==> src/rtl/mm_pkg.sv <==
// Shared types and default sizing for the output memory writer and its beat sequencer.
package mm_pkg;

  localparam int unsigned DEF_DATA_WIDTH          = 8;
  localparam int unsigned DEF_N                   = 4;
  localparam int unsigned DEF_ACCUM_DATA_WIDTH    = 16;
  localparam int unsigned DEF_MEMORY_ADDRESS_BITS = 64;
  localparam int unsigned DEF_PARALLEL_SIZE       = 4;

  localparam int unsigned OUT_WIDTH     = 2 * DEF_DATA_WIDTH + DEF_ACCUM_DATA_WIDTH;
  localparam int unsigned BEATS_PER_ROW = DEF_N / DEF_PARALLEL_SIZE;

  typedef logic [OUT_WIDTH-1:0] result_elem_t;

  typedef enum logic [1:0] {
    IDLE        = 2'd0,
    WAIT_RESULT = 2'd1,
    WRITE       = 2'd2
  } writer_state_t;

  // Index width that never collapses to zero bits for single-entry ranges.
  function automatic int unsigned idx_width(input int unsigned n);
    return (n > 1) ? $clog2(n) : 1;
  endfunction

endpackage

==> src/rtl/output_memory_writer_tile_beat_sequencer.sv <==
// Row/chunk walk over one tile: tracks the beat address, next beat position and the final beat.
module tile_beat_sequencer #(
  parameter int unsigned N  = 4,
  parameter int unsigned P  = 4,
  parameter int unsigned AW = 64
) (
  input  logic                                  clk,
  input  logic                                  reset,
  input  logic                                  i_load_base,
  input  logic [AW-1:0]                         i_base,
  input  logic [AW-1:0]                         i_stride,
  input  logic                                  i_clear,
  input  logic                                  i_advance,
  output logic [AW-1:0]                         o_beat_addr,
  output logic [mm_pkg::idx_width(N)-1:0]       o_row_nxt,
  output logic [mm_pkg::idx_width(N/P)-1:0]     o_chunk_nxt,
  output logic                                  o_last_c
);
  import mm_pkg::*;

  localparam int unsigned BPR     = N / P;
  localparam int unsigned ROW_W   = idx_width(N);
  localparam int unsigned CHUNK_W = idx_width(BPR);

  logic [ROW_W-1:0]   r_row;
  logic [CHUNK_W-1:0] r_chunk;
  logic [AW-1:0]      r_row_base;
  logic [AW-1:0]      r_stride;
  logic [AW-1:0]      r_beat_addr;
  logic               w_row_end;
  logic [AW-1:0]      w_row_base_nxt;

  always_comb begin
    w_row_end      = (r_chunk == CHUNK_W'(BPR - 1));
    w_row_base_nxt = r_row_base + r_stride;
    o_chunk_nxt    = w_row_end ? '0 : r_chunk + 1'b1;
    o_row_nxt      = w_row_end ? r_row + 1'b1 : r_row;
    o_last_c       = w_row_end && (r_row == ROW_W'(N - 1));
  end

  // The beat address is kept as a running sum so no multiplier sits on the address path.
  always_ff @(posedge clk or posedge reset) begin
    if (reset) begin
      r_row       <= '0;
      r_chunk     <= '0;
      r_row_base  <= '0;
      r_stride    <= '0;
      r_beat_addr <= '0;
    end else begin
      if (i_load_base) begin
        r_row_base  <= i_base;
        r_stride    <= i_stride;
        r_beat_addr <= i_base;
      end
      if (i_clear) begin
        r_row   <= '0;
        r_chunk <= '0;
      end else if (i_advance) begin
        r_row   <= o_row_nxt;
        r_chunk <= o_chunk_nxt;
        if (w_row_end) begin
          r_row_base  <= w_row_base_nxt;
          r_beat_addr <= w_row_base_nxt;
        end else begin
          r_beat_addr <= r_beat_addr + AW'(P);
        end
      end
    end
  end

  assign o_beat_addr = r_beat_addr;

endmodule

==> src/rtl/output_memory_writer.sv <==
// Captures one N x N result tile per C address and streams it row-major into memory in P-wide beats.
module output_memory_writer #(
  parameter int unsigned DATA_WIDTH                   = mm_pkg::DEF_DATA_WIDTH,
  parameter int unsigned N                            = mm_pkg::DEF_N,
  parameter int unsigned MULTIPLY_DATA_WIDTH          = 2 * DATA_WIDTH,
  parameter int unsigned ACCUM_DATA_WIDTH             = mm_pkg::DEF_ACCUM_DATA_WIDTH,
  parameter int unsigned OUT_WIDTH                    = MULTIPLY_DATA_WIDTH + ACCUM_DATA_WIDTH,
  parameter int unsigned MEMORY_ADDRESS_BITS          = mm_pkg::DEF_MEMORY_ADDRESS_BITS,
  parameter int unsigned PARALLEL_DATA_STREAMING_SIZE = mm_pkg::DEF_PARALLEL_SIZE
) (
  input  logic                                                clk,
  input  logic                                                reset,
  input  logic                                                address_valid,
  output logic                                                address_ready,
  input  logic [MEMORY_ADDRESS_BITS-1:0]                      address_input,
  input  logic [MEMORY_ADDRESS_BITS-1:0]                      row_stride_input,
  input  logic                                                result_valid,
  output logic                                                result_ready,
  input  logic [N-1:0][N-1:0][OUT_WIDTH-1:0]                  result_data,
  output logic                                                memory_write_valid,
  input  logic                                                memory_write_ready,
  output logic [MEMORY_ADDRESS_BITS-1:0]                      memory_write_address,
  output logic [PARALLEL_DATA_STREAMING_SIZE-1:0][OUT_WIDTH-1:0] memory_write_data,
  output logic                                                tile_done
);
  import mm_pkg::*;

  localparam int unsigned P       = PARALLEL_DATA_STREAMING_SIZE;
  localparam int unsigned BPR     = N / P;
  localparam int unsigned ROW_W   = idx_width(N);
  localparam int unsigned CHUNK_W = idx_width(BPR);

  if ((P == 0) || ((N % P) != 0)) begin : g_bad_beat_size
    $error("output_memory_writer: N must be a non-zero multiple of PARALLEL_DATA_STREAMING_SIZE");
  end
  if ((MULTIPLY_DATA_WIDTH != 2 * DATA_WIDTH) ||
      (OUT_WIDTH != MULTIPLY_DATA_WIDTH + ACCUM_DATA_WIDTH)) begin : g_bad_widths
    $error("output_memory_writer: inconsistent result element widths");
  end

  // Same bits as result_data, viewed so a row splits directly into beat-sized chunks.
  typedef logic [N-1:0][BPR-1:0][P-1:0][OUT_WIDTH-1:0] tile_t;

  writer_state_t                 r_state;
  writer_state_t                 w_state_nxt;
  logic                          w_addr_hs;
  logic                          w_capture;
  logic                          w_advance;
  logic                          w_last;
  logic [ROW_W-1:0]              w_row_nxt;
  logic [CHUNK_W-1:0]            w_chunk_nxt;
  tile_t                         w_tile_in;
  tile_t                         r_tile;
  logic                          r_result_ready;
  logic                          r_wr_valid;
  logic                          r_tile_done;
  logic [P-1:0][OUT_WIDTH-1:0]   r_wr_data;

  assign w_tile_in = result_data;

  always_ff @(posedge clk or posedge reset) begin
    if (reset) r_state <= IDLE;
    else       r_state <= w_state_nxt;
  end

  always_comb begin
    w_state_nxt = r_state;
    w_addr_hs   = 1'b0;
    w_capture   = 1'b0;
    w_advance   = 1'b0;
    case (r_state)
      IDLE: begin
        w_addr_hs = address_valid;
        if (address_valid) w_state_nxt = WAIT_RESULT;
      end
      WAIT_RESULT: begin
        w_capture = result_valid;
        if (result_valid) w_state_nxt = WRITE;
      end
      WRITE: begin
        w_advance = memory_write_ready;
        if (memory_write_ready && w_last) w_state_nxt = IDLE;
      end
      default: w_state_nxt = IDLE;
    endcase
  end

  // Beat data is loaded one cycle ahead: straight from the input on capture, else from the held tile.
  always_ff @(posedge clk or posedge reset) begin
    if (reset) begin
      r_tile         <= '0;
      r_result_ready <= 1'b0;
      r_wr_valid     <= 1'b0;
      r_tile_done    <= 1'b0;
      r_wr_data      <= '0;
    end else begin
      r_result_ready <= (w_state_nxt == WAIT_RESULT);
      r_wr_valid     <= (w_state_nxt == WRITE);
      r_tile_done    <= w_advance && w_last;
      if (w_capture) begin
        r_tile    <= w_tile_in;
        r_wr_data <= w_tile_in[0][0];
      end else if (w_advance && !w_last) begin
        r_wr_data <= r_tile[w_row_nxt][w_chunk_nxt];
      end
    end
  end

  tile_beat_sequencer #(
    .N  (N),
    .P  (P),
    .AW (MEMORY_ADDRESS_BITS)
  ) u_seq (
    .clk         (clk),
    .reset       (reset),
    .i_load_base (w_addr_hs),
    .i_base      (address_input),
    .i_stride    (row_stride_input),
    .i_clear     (w_capture),
    .i_advance   (w_advance),
    .o_beat_addr (memory_write_address),
    .o_row_nxt   (w_row_nxt),
    .o_chunk_nxt (w_chunk_nxt),
    .o_last_c    (w_last)
  );

  assign address_ready      = (r_state == IDLE);
  assign result_ready       = r_result_ready;
  assign memory_write_valid = r_wr_valid;
  assign memory_write_data  = r_wr_data;
  assign tile_done          = r_tile_done;

endmodule

==> config.mk <==
export PLATFORM = sky130hd
export DESIGN_NAME = output_memory_writer
export DESIGN_NICKNAME = d
export VERILOG_FILES = /design/src/rtl/mm_pkg.sv /design/src/rtl/output_memory_writer_tile_beat_sequencer.sv /design/src/rtl/output_memory_writer.sv
export SDC_FILE = /design/constraint.sdc
export NUM_CORES = 2
export LEC_CHECK = 0
export CORE_ASPECT_RATIO = 2
export CORE_MARGIN = 4
export CORE_UTILIZATION = 35
export CTS_CLUSTER_SIZE = 30
export DETAILED_ROUTE_END_ITERATION = 8
export PLACE_DENSITY = 0.63
export SYNTH_ARGS = -nofsm -noshare
export SYNTH_HDL_FRONTEND = slang
export SYNTH_HIERARCHICAL = 1
export SYNTH_SLANG_ARGS = --single-unit
==> constraint.sdc <==
create_clock -name clk -period 26.5 [get_ports clk]
set_input_delay 2.65 -clock clk [delete_from_list [all_inputs] [get_ports clk]]
set_output_delay 2.65 -clock clk [all_outputs]
set_load 0.05 [all_outputs]
Yosys cells after proc, flatten, opt, wreduce, memory -nomap -nowiden:

Index checks and enable logic that the tools add are counted.

* bits in registers: 840
* logic and storage cells: 75

* add/subtract/negate cells: 4
* $lt $le $gt $ge: 2
* eq/ne operators: 5
* multiplexer cells: 26
* bitwise operators: 1
* reduce and logical (&&, ||, !) cells: 8

Operator list (number)
* 128-bit 2-to-1 mux: 4
* 64-bit 2-to-1 mux: 8
* 128-bit binary-select mux with 2-bit select: 1
* 64-bit by 3-bit adder with 64-bit output, second input constant: 1
* 64-bit adder: 1
* 2-bit 2-to-1 mux: 6
* 2-bit equality test, second input constant: 3
* 1-bit 2-to-1 mux: 6
* 2-bit one-hot mux with 3 select lines: 1
* 2-bit by 1-bit equality test with 1-bit output, second input constant: 2
* 1-bit logical AND: 4
* 2-bit nonzero test: 2
* 2-bit by 3-bit less-than comparator with 1-bit output, second input constant: 1
* 2-bit by 1-bit adder with 2-bit output, second input constant: 1
* 2-bit zero test: 1
* 1-bit adder, second input constant: 1
* 1-bit zero test: 1
* 1-bit less-than comparator, second input constant: 1
* 1-bit inverter: 1

Depth between registers and ports, before layout:

* depth after elaboration: 7
* mapped depth: 11
* gate-level depth less buffers: 11

Hierarchy:

The synthesis kept the hierarchy.

Modules (own cells, without submodules)
* output_memory_writer: times used 1, cells an instance 2880, area each 28147.0 um^2, sequential area each 16140.5 um^2
* tile_beat_sequencer: times used 1, cells an instance 1298, area each 11596.1 um^2, sequential area each 4854.7 um^2

Worst setup path after synthesis:

Ideal clock, no wire load.

* path kind: input-to-reg
* start point: input port result_valid
* end point: register u_seq.r_beat_addr[31] (netlist: u_seq/o_beat_addr[31])
* data arrival time: 4.481 ns
* slack: 21.942 ns
* stages: 10
* path through: nand3b_1 -> inv_2 -> buf_2 -> clkbuf_1 -> nand2b_1 -> clkbuf_1 -> clkbuf_1 -> buf_1 -> nor2_1 -> a21oi_1

* longest elaborated chain between the ends: 2

Ends and longest elaborated chain
* from (decl): line output_memory_writer.sv:17 `input logic result_valid,`
* 1-bit 2-to-1 mux: line output_memory_writer.sv:71 `case (r_state)`
* named net w_capture: line output_memory_writer.sv:47 `logic w_capture;`
* 64-bit 2-to-1 mux: line output_memory_writer_tile_beat_sequencer.sv:55 `if (i_clear) begin`
* to (signal assigned): line output_memory_writer_tile_beat_sequencer.sv:53 `r_beat_addr <= i_base;`
* to (signal assigned): line output_memory_writer_tile_beat_sequencer.sv:63 `r_beat_addr <= w_row_base_nxt;`
* to (signal assigned): line output_memory_writer_tile_beat_sequencer.sv:65 `r_beat_addr <= r_beat_addr + AW'(P);`
* to (decl): line output_memory_writer_tile_beat_sequencer.sv:29 `logic [AW-1:0] r_beat_addr;`

The timed path passes the listed nets, and every way through them passes these cells.
A chain may end at the register's enable or synchronous reset.

Worst setup path after layout:

* start point: input port result_valid
* end point: register r_wr_data (netlist bit memory_write_data[6])

* longest elaborated chain between the ends: 2
* elaborated cells between the ends (all ways): 3
* classes of those cells: mux: 2; reduce/logical: 1

Ends and longest elaborated chain
* 1-bit 2-to-1 mux *: line output_memory_writer.sv:71
* 128-bit 2-to-1 mux or 2-bit nonzero test (tied branches)
* to (signal assigned): line output_memory_writer.sv:102 `r_wr_data <= w_tile_in[0][0];`
* to (signal assigned): line output_memory_writer.sv:104 `r_wr_data <= r_tile[w_row_nxt][w_chunk_nxt];`
* to (decl): line output_memory_writer.sv:57 `logic [P-1:0][OUT_WIDTH-1:0] r_wr_data;`

Mark *: on every way between the ends. The rest lies on a longest branch, timed or not.

==> impl_metrics.yaml <==
timing:
  clock.fmax_mhz: 156
  setup_tns_ns: 0
  slew_headroom_pct: 23.4
  finalClockSkew_ns: 0.0280
  slew_violations: 0
  setup_violations: 0
  hold_violations: 0
  fin_crit_sh_pct: 24.1
  finalCriticalPeriod_ns: 6.39
  worstMarginPinSlew_ns: 1.15
  rsz0062_at_grt: "false"
run_status:
  outcome: "completed"
synthesis:
  netlist_instances: 4176
  postSynthAreaPerCell_um2: 9.51
  synth_nets: 4886
  yosysWarnings: 6
  synth_area_um2: 39700
cts:
  clk-insertion-delay-late_ns: 0.67
  cts_buffer_depth: 3
  numCtsBuffers: 81
  cts_resized: 0
  clock_sinks: 839
  cts_setup_buffers: 0
  cts_root_buf: "clkbuf_16"
  clkTransAtPathRegs_ns: 0.07
  cts_tree: "built"
  h-tree-depth: 3
  hold_buffers: 0
run:
  max_cap_violations: 0
layout:
  multi_input_area_um2: 17100
  layout_common_cells: "1,880 x nand2_1, 840 x clkdlybuf4s50_1, 839 x dfrtp_1"
  seq_area_um2: 21000
  fill_cells: 10700
  drive_gt1_share_pct: 9.77
  layout.cells.most_common: "nand2_1"
  final_util_pct: 46.4
  fin_nets: 5604
  syn2layout_area_growth_pct: 31.6
global_route:
  track_usage_pct: 25.4
  grt_pass1_wl_um: 225000
  antenna_found_initial: 109
  gr-total-overflow: 0
  grt_max_degree: 220
  grt_pass1_vias: 34500
min_path:
  hold_class: "register to register"
die:
  core-area_um2: 113000
  chipHeight_um: 484
  die_width_um: 246
  num_io_pins: 841
  std_cell_rows: 174
  die-area_um2: 119000
  initial_core_util_pct: 35.3
worst_setup_path:
  worst-setup-path-type: "input pin to register"
  startpoint_type: "input pin"
  worst_path_max_delay_cell: "or2_4"
  crit_required_ns: 27.03
  cp_max_fo: 130
  max_stage_delay_ns: 1.01
  worstPathCellList: "clkdlybuf4s50_1 -> nand3b_1 -> inv_8 -> or2_4 -> buf_4 -> buf_4 -> o211ai_2"
  worst_ep_arrival_time_ns: 6.93
  crit_top_cell: "buf_4"
  endpoint_kind: "register"
detailed_routing:
  viasPerCell: 5.13
  drc: 0
  dr.pass1.iters: 6
  wl_per_cell_um: 23.9
  wirelength_um: 156000
  ant_nets: 0
  vias: 33400
  drt-initial-drc-count: 2284
power:
  leakage_nw: 24.5
  ir_drop_uv: 110
  p_per_area_nw_per_um2: 137
placed_design:
  place_congestion: 0.973
  dpl.hpwl_um: 116000
  io_buffers: 840
[power breakdown]
| part | switching [W] | internal (W) |
|---|---|---|
| Sequential | 0.000354 | 0.00189 |
| Clock | 0.000546 | 0.000736 |
| Combinational | 0.00224 | 0.00141 |
| Total | 0.00314 | 0.00403 |
[routing by layer]
layer  track usage (%)  vias to the layer above  wire (um)  share of wire, %
li1                  -                    15300          -                 -
met1              27.6                    16300      55000                35
met2              41.3                     1280      73900                48
met3              9.89                      438      15700                10
met4              15.8                      100      10200               6.6
met5                 0                        -        680              0.44
[metrics by stage]
stage               worst slack, ns  instances  hold slack (ns)  power (W)  cell area [um^2]
finish                        20.11       6505            0.469    0.00717             52300
global route                  19.99       6476            0.487    0.00760             52200
CTS                           20.15       6449            0.473    0.00721             52100
detailed placement            19.38       6306            0.457    0.00589             49200
global placement              19.43       6306            0.452    0.00582             49200
floorplan                      5.78       4176            0.440    0.00471             39700
[sequential cells by signal (all words and copies together), names as in the netlist]
register / flops
u_seq/r_row_base: 64
result_ready: 1
memory_write_valid: 1
memory_write_data: 128
u_seq/r_stride: 64
r_tile: 512
tile_done: 1
u_seq/o_beat_addr: 64
u_seq/r_row: 2
r_state: 2
[final timing paths]
| kind | start | end | slack (ns) | cells past startpoint |
|---|---|---|---|---|
| max | result_valid | memory_write_data[6]$_DFFE_PP0P_ | 20.11 | 7 |
| min | r_tile[144]$_DFFE_PP0P_ | r_tile[144]$_DFFE_PP0P_ | 0.47 | 2 |
| max reg2reg | r_state[1]$_DFF_PP0_ | memory_write_data[6]$_DFFE_PP0P_ | 22.03 | 6 |
| min reg2reg | r_tile[144]$_DFFE_PP0P_ | r_tile[144]$_DFFE_PP0P_ | 0.47 | 2 |
| max in group asynchronous | reset | memory_write_data[66]$_DFFE_PP0P_ | 21.39 | 4 |
| min in group asynchronous | reset | u_seq/r_row_base[48]$_DFF_PP0_ | 2.68 | 2 |
[worst max-delay path, delay by kind of cell]
kind            cells  cell delay (ns)
compound gates      1             0.13
buf+inv             4             2.56
simple gates        2             1.23
[cell type report]
cell class	instances	share of cell area [%]
Tap cell	1496	3.58
Inverter	154	1.16
Sequential cell	839	40.2
Clock inverter	37	1.18
Timing Repair Buffer	875	16.6
Antenna cell	55	0.263
Multi-Input combinational cell	2943	32.7
Clock buffer	106	4.33
Power figures use the tool's default switching activity.
